## config.mk

```make
export PLATFORM = sky130hd
export DESIGN_NAME = inst_fetch_queue
export DESIGN_NICKNAME = d
export VERILOG_FILES = /design/src/rtl/inst_fetch_queue.sv
export SDC_FILE = /design/constraint.sdc
export NUM_CORES = 1
export LEC_CHECK = 0
export CORE_ASPECT_RATIO = 0.6
export CORE_MARGIN = 2
export CORE_UTILIZATION = 30
export CTS_CLUSTER_DIAMETER = 200
export DETAILED_ROUTE_END_ITERATION = 10
export HOLD_SLACK_MARGIN = 0.08
export PLACE_DENSITY = 0.62
export RECOVER_POWER = 100
export SLEW_MARGIN = 20
export SYNTH_ARGS = -nofsm -noshare
export SYNTH_HDL_FRONTEND = slang
export SYNTH_SLANG_ARGS = --single-unit
export TNS_END_PERCENT = 10
```

## constraint.sdc

```tcl
create_clock -name clk -period 11 [get_ports clk]
set_input_delay 2.75 -clock clk [delete_from_list [all_inputs] [get_ports clk]]
set_output_delay 2.75 -clock clk [all_outputs]
set_load 0.01 [all_outputs]
```

## src/rtl/inst_fetch_queue.sv

```systemverilog
// Instruction-fetch front end: owns the fetch PC, drives imem, and buffers
// fetched {pc, inst} pairs in a small FIFO that feeds decode over valid/ready.
// A downstream redirect flushes the FIFO and restarts fetch at an aligned target.
module inst_fetch_queue #(
    parameter int              XLEN        = 64,
    parameter logic [XLEN-1:0] RESET_PC    = '0,
    parameter int              QUEUE_DEPTH = 2
) (
    input  logic                             clk,
    input  logic                             reset,
    output logic [XLEN-1:0]                  imem_addr,
    input  logic [31:0]                      imem_inst,
    input  logic                             redirect_valid,
    input  logic [XLEN-1:0]                  redirect_pc,
    output logic                             inst_valid,
    input  logic                             inst_ready,
    output logic [31:0]                      inst_out,
    output logic [XLEN-1:0]                  inst_pc,
    output logic [$clog2(QUEUE_DEPTH+1)-1:0] queue_count
);

    localparam int PW = $clog2(QUEUE_DEPTH);
    localparam int CW = $clog2(QUEUE_DEPTH + 1);
    localparam logic [CW-1:0] DEPTH_C = CW'(QUEUE_DEPTH);

    logic [XLEN-1:0] fetch_pc;
    logic [PW-1:0]   rd_ptr;
    logic [PW-1:0]   wr_ptr;
    logic [CW-1:0]   count;
    logic [31:0]     q_inst [QUEUE_DEPTH];
    logic [XLEN-1:0] q_pc   [QUEUE_DEPTH];
    logic            deq;
    logic            enq;

    // Handshake decode; outputs only depend on flops, so ready/redirect never reach them.
    always_comb begin
        deq = (count != '0) && inst_ready;
        enq = !redirect_valid && ((count < DEPTH_C) || deq);
    end

    // Fetch PC, pointers and occupancy; redirect wins over any enqueue.
    always_ff @(posedge clk or negedge reset) begin
        if (!reset) begin
            fetch_pc <= RESET_PC;
            rd_ptr   <= '0;
            wr_ptr   <= '0;
            count    <= '0;
        end else if (redirect_valid) begin
            fetch_pc <= {redirect_pc[XLEN-1:2], 2'b00};
            rd_ptr   <= '0;
            wr_ptr   <= '0;
            count    <= '0;
        end else begin
            if (enq) begin
                fetch_pc <= fetch_pc + XLEN'(4);
                wr_ptr   <= wr_ptr + PW'(1);
            end
            if (deq) begin
                rd_ptr <= rd_ptr + PW'(1);
            end
            if (enq && !deq) begin
                count <= count + CW'(1);
            end else if (deq && !enq) begin
                count <= count - CW'(1);
            end
        end
    end

    // Entry storage; contents are don't-care while the slot is unoccupied.
    always_ff @(posedge clk) begin
        if (enq) begin
            q_inst[wr_ptr] <= imem_inst;
            q_pc[wr_ptr]   <= fetch_pc;
        end
    end

    // Head presentation, zeroed when empty so stale entries never leak out.
    always_comb begin
        imem_addr   = fetch_pc;
        queue_count = count;
        inst_valid  = (count != '0);
        inst_out    = inst_valid ? q_inst[rd_ptr] : 32'd0;
        inst_pc     = inst_valid ? q_pc[rd_ptr]   : '0;
    end

endmodule

```

==> impl_metrics.env <==
export IMPL_ys_flop_type="edfxtp_1"
export IMPL_holdBufCountCts=0
export IMPL_first_global_vias=7603
export IMPL_cts_root_buf="clkbuf_16"
export IMPL_yosysSeqAreaShare_pct=66.6
export IMPL_syn_instance_count=849
export IMPL_hold_depth=0
export IMPL_peakVddDrop_mv=0.0951
export IMPL_synth_distinct_cells=47
export IMPL_die_area_um2=38100
export IMPL_grt_max_degree=87
export IMPL_die_height_um=152
export IMPL_crit_chain="buf_2, clkbuf_1, nor3_1, clkbuf_1"
export IMPL_cts_tree="done"
export IMPL_fp_dieW_um=251
export IMPL_htree_num_levels=1
export IMPL_min_to="q_pc[1][62]"
export IMPL_clk_latency_ps=550
export IMPL_violations="capacitance limit, slew limit"
export IMPL_startpoint="redirect_valid"
export IMPL_rr_endpoint="q_inst[0][23]"
export IMPL_crit_path_end_kind="flip-flop"
export IMPL_finalCritPeriodShare_pct=71.8
export IMPL_crit_slowest_cell="clkbuf_1"
export IMPL_period_needed_ps=7900
export IMPL_path_class="input pin to flip-flop"
export IMPL_cp_common_cell="clkbuf_1"
export IMPL_placed_cell_area_um2=14000
export IMPL_multi_input_area_um2=3450
export IMPL_grt_first_pass_wirelength_um=47100
export IMPL_maxCapViolCount=6
export IMPL_setup_ws_ps=3100
export IMPL_synth_edf_count=188
export IMPL_portBuffers=256
export IMPL_layout_commonest_cell="dlygate4sd3_1"
export IMPL_final_area_um2=14900
export IMPL_worst_pin_slew_ps=4390
export IMPL_rrSetupSlack_ps=6350
export IMPL_cts_buffers=25
export IMPL_antenna_found_initial=1
export IMPL_syn_avg_cell_area_um2=12.9
export IMPL_final_cell_mix="189 x dlygate4sd3_1, 188 x edfxtp_1, 136 x nor2_1"
export IMPL_switching_share_pct=25.7
export IMPL_ant_nets=0
export IMPL_outcome="finished with violations"
export IMPL_setup_viol=0
export IMPL_finalSetupTns_ps=0
export IMPL_start_util_pct=30.3
export IMPL_nets=1203
export IMPL_synth_warnings=0
export IMPL_r2r_start="queue_count[1]"
export IMPL_overflow=0
export IMPL_switchingPower_mw=0.646
export IMPL_drt_initial_drc_count=507
export IMPL_cts_resized=0
export IMPL_slew_headroom_pct=-193
export IMPL_leakage_nw=5.29
export IMPL_ys_async_sr_fraction_pct=26.0
export IMPL_post_dp_hpwl_um=20800
export IMPL_hold_slack_ps=541
export IMPL_hold_viol_final=0
export IMPL_r2r_cells=4
export IMPL_max_stage_delay_ps=3120
export IMPL_place_congestion=0.786
export IMPL_ios=263
export IMPL_drc=0
export IMPL_worstHoldStart="imem_addr[62]"
export IMPL_drive_above_1_share_pct=5.80
export IMPL_clock_power_share_pct=37.5
export IMPL_ys_seq_elements=254
export IMPL_vias_per_cell=4.89
export IMPL_power_frac_seq_pct=47.4
export IMPL_place_ws_ps=5110
export IMPL_cp_required_ps=11030
export IMPL_max_freq_ghz=0.127
export IMPL_worst_path_max_fanout=86
export IMPL_clock_sinks=254
export IMPL_syn_area_um2=11000
export IMPL_worst_ep_arrival_time_ps=7930
export IMPL_fp_coreArea_um2=36100
export IMPL_combPwrFrac_pct=15.1
export IMPL_slew_viol_final=333
export IMPL_ctsLongestPathBuffers=3
export IMPL_wl_per_cell_um=19.7
export IMPL_fin_skew_ps=21.2
export IMPL_ff_latch_area_um2=7300
export IMPL_area_growth_syn_to_layout_pct=36.0
export IMPL_clk_pin_slew_ps=70
export IMPL_dr_pass1_iters=4
export IMPL_num_fill_cells=3383
export IMPL_holdCritPathClass="flip-flop to flip-flop"
export IMPL_rows=54
export IMPL_vias=7822
export IMPL_p_int_mw=1.87
export IMPL_track_usage_pct=16.1
export IMPL_post_cts_buffers=0
export IMPL_start_kind="input pin"
export IMPL_wirelength_um=31500
export IMPL_rsz0062_at_grt="no"
export IMPL_power_density_nw_per_um2=169
-- critical path, delay by kind of cell --
family / cells / cell delay (ps)
buffers and inverters: 3 / 4490
AND/OR/NAND/NOR: 1 / 610
-- layer usage --
| layer | track usage (%) | vias to the layer above | share of wire [%] |
|---|---|---|---|
| li1 | - | 3657 | - |
| met4 | 2.65 | 0 | 1.3 |
| met3 | 3.91 | 27 | 6.4 |
| met2 | 25.2 | 237 | 45 |
| met5 | 0 | - | 0 |
| met1 | 23.0 | 3901 | 47 |
-- kinds of logic after synthesis --
kind of cell / Yosys count / share of synthesized area (%)
AOI/OAI and AO/OA: 96 / 5.40
DFF: 254 / 66.6
xor gates and xnor gates: 31 / 2.48
adders and majority gates: 1 / 0.114
and+or+nand+nor: 319 / 14.7
buffers and inverters: 52 / 1.99
other: 1 / 0.0342
muxes: 95 / 8.68
-- power groups by stage --
stage          logic (mW)  registers [mW]  clock network, mW
6_report            0.380            1.19              0.943
5_1_grt             0.414            1.20               1.01
4_1_cts             0.416            1.19              0.972
3_5_place_dp        0.414            1.21                  0
3_3_place_gp        0.411            1.21                  0
2_1_floorplan       0.182            1.20                  0
-- area by class of cell --
class / count / share of cell area, %
Clock buffer: 28 / 4.34
Timing Repair Buffer: 267 / 17.6
Clock inverter: 18 / 1.66
Antenna cell: 1 / 0.0168
Tap cell: 476 / 4.00
Sequential cell: 254 / 49.0
Multi-Input combinational cell: 546 / 23.2
Inverter: 8 / 0.202
-- through the flow --
step | std cells | util [%] | total power [mW]
6_report | 1598 | 41.2 | 2.51
3_5_place_dp | 1551 | 38.8 | 1.63
2_1_floorplan | 852 | - | 1.38
3_3_place_gp | 1551 | 38.8 | 1.62
5_1_grt | 1597 | 41.2 | 2.63
4_1_cts | 1597 | 41.3 | 2.58
-- sequential cells by signal, indices dropped and copies added, names as in the netlist --
signal	cells
rd_ptr	1
queue_count	2
wr_ptr	1
q_pc	124
q_inst	64
imem_addr	62
-- worst max path at each step --
stage	cells past startpoint	endpoint	slack, ps
3_3_place_gp	6	q_inst[1][11]	5150
6_report	4	q_inst[0][23]	3100
5_1_grt	4	q_inst[0][30]	2590
3_5_place_dp	6	q_inst[1][10]	5110
4_1_cts	4	inst_pc[63]	4900
2_1_floorplan	4	q_inst[0][0]	560
-- synthesized netlist by cell type, types with 2 or more instances --
master,instances,share of area [%]
edfxtp_1,188,52
nor2_1,136,4.7
mux2i_1,95,8.7
dfrtp_1,66,15
nand2_1,55,1.9
o21ai_0,41,1.9
clkbuf_1,27,0.93
nand4_1,26,1.5
nand3_1,25,1.1
a31oi_1,24,1.4
xor2_1,23,1.8
or3_1,15,0.86
or4_1,14,0.96
o31ai_1,13,0.89
buf_1,12,0.41
nor3_1,9,0.41
inv_1,8,0.27
xnor2_1,8,0.64
and4_1,7,0.56
o31a_1,6,0.48
nand2b_1,5,0.29
and3_1,4,0.23
buf_4,4,0.27
nor2b_1,4,0.23
a21oi_1,3,0.14
nand4_2,3,0.34
nor4_1,3,0.17
o21a_1,3,0.21
a22oi_1,2,0.14
nor3_4,2,0.30
nor4_2,2,0.23
Power figures use the tool's default switching activity.
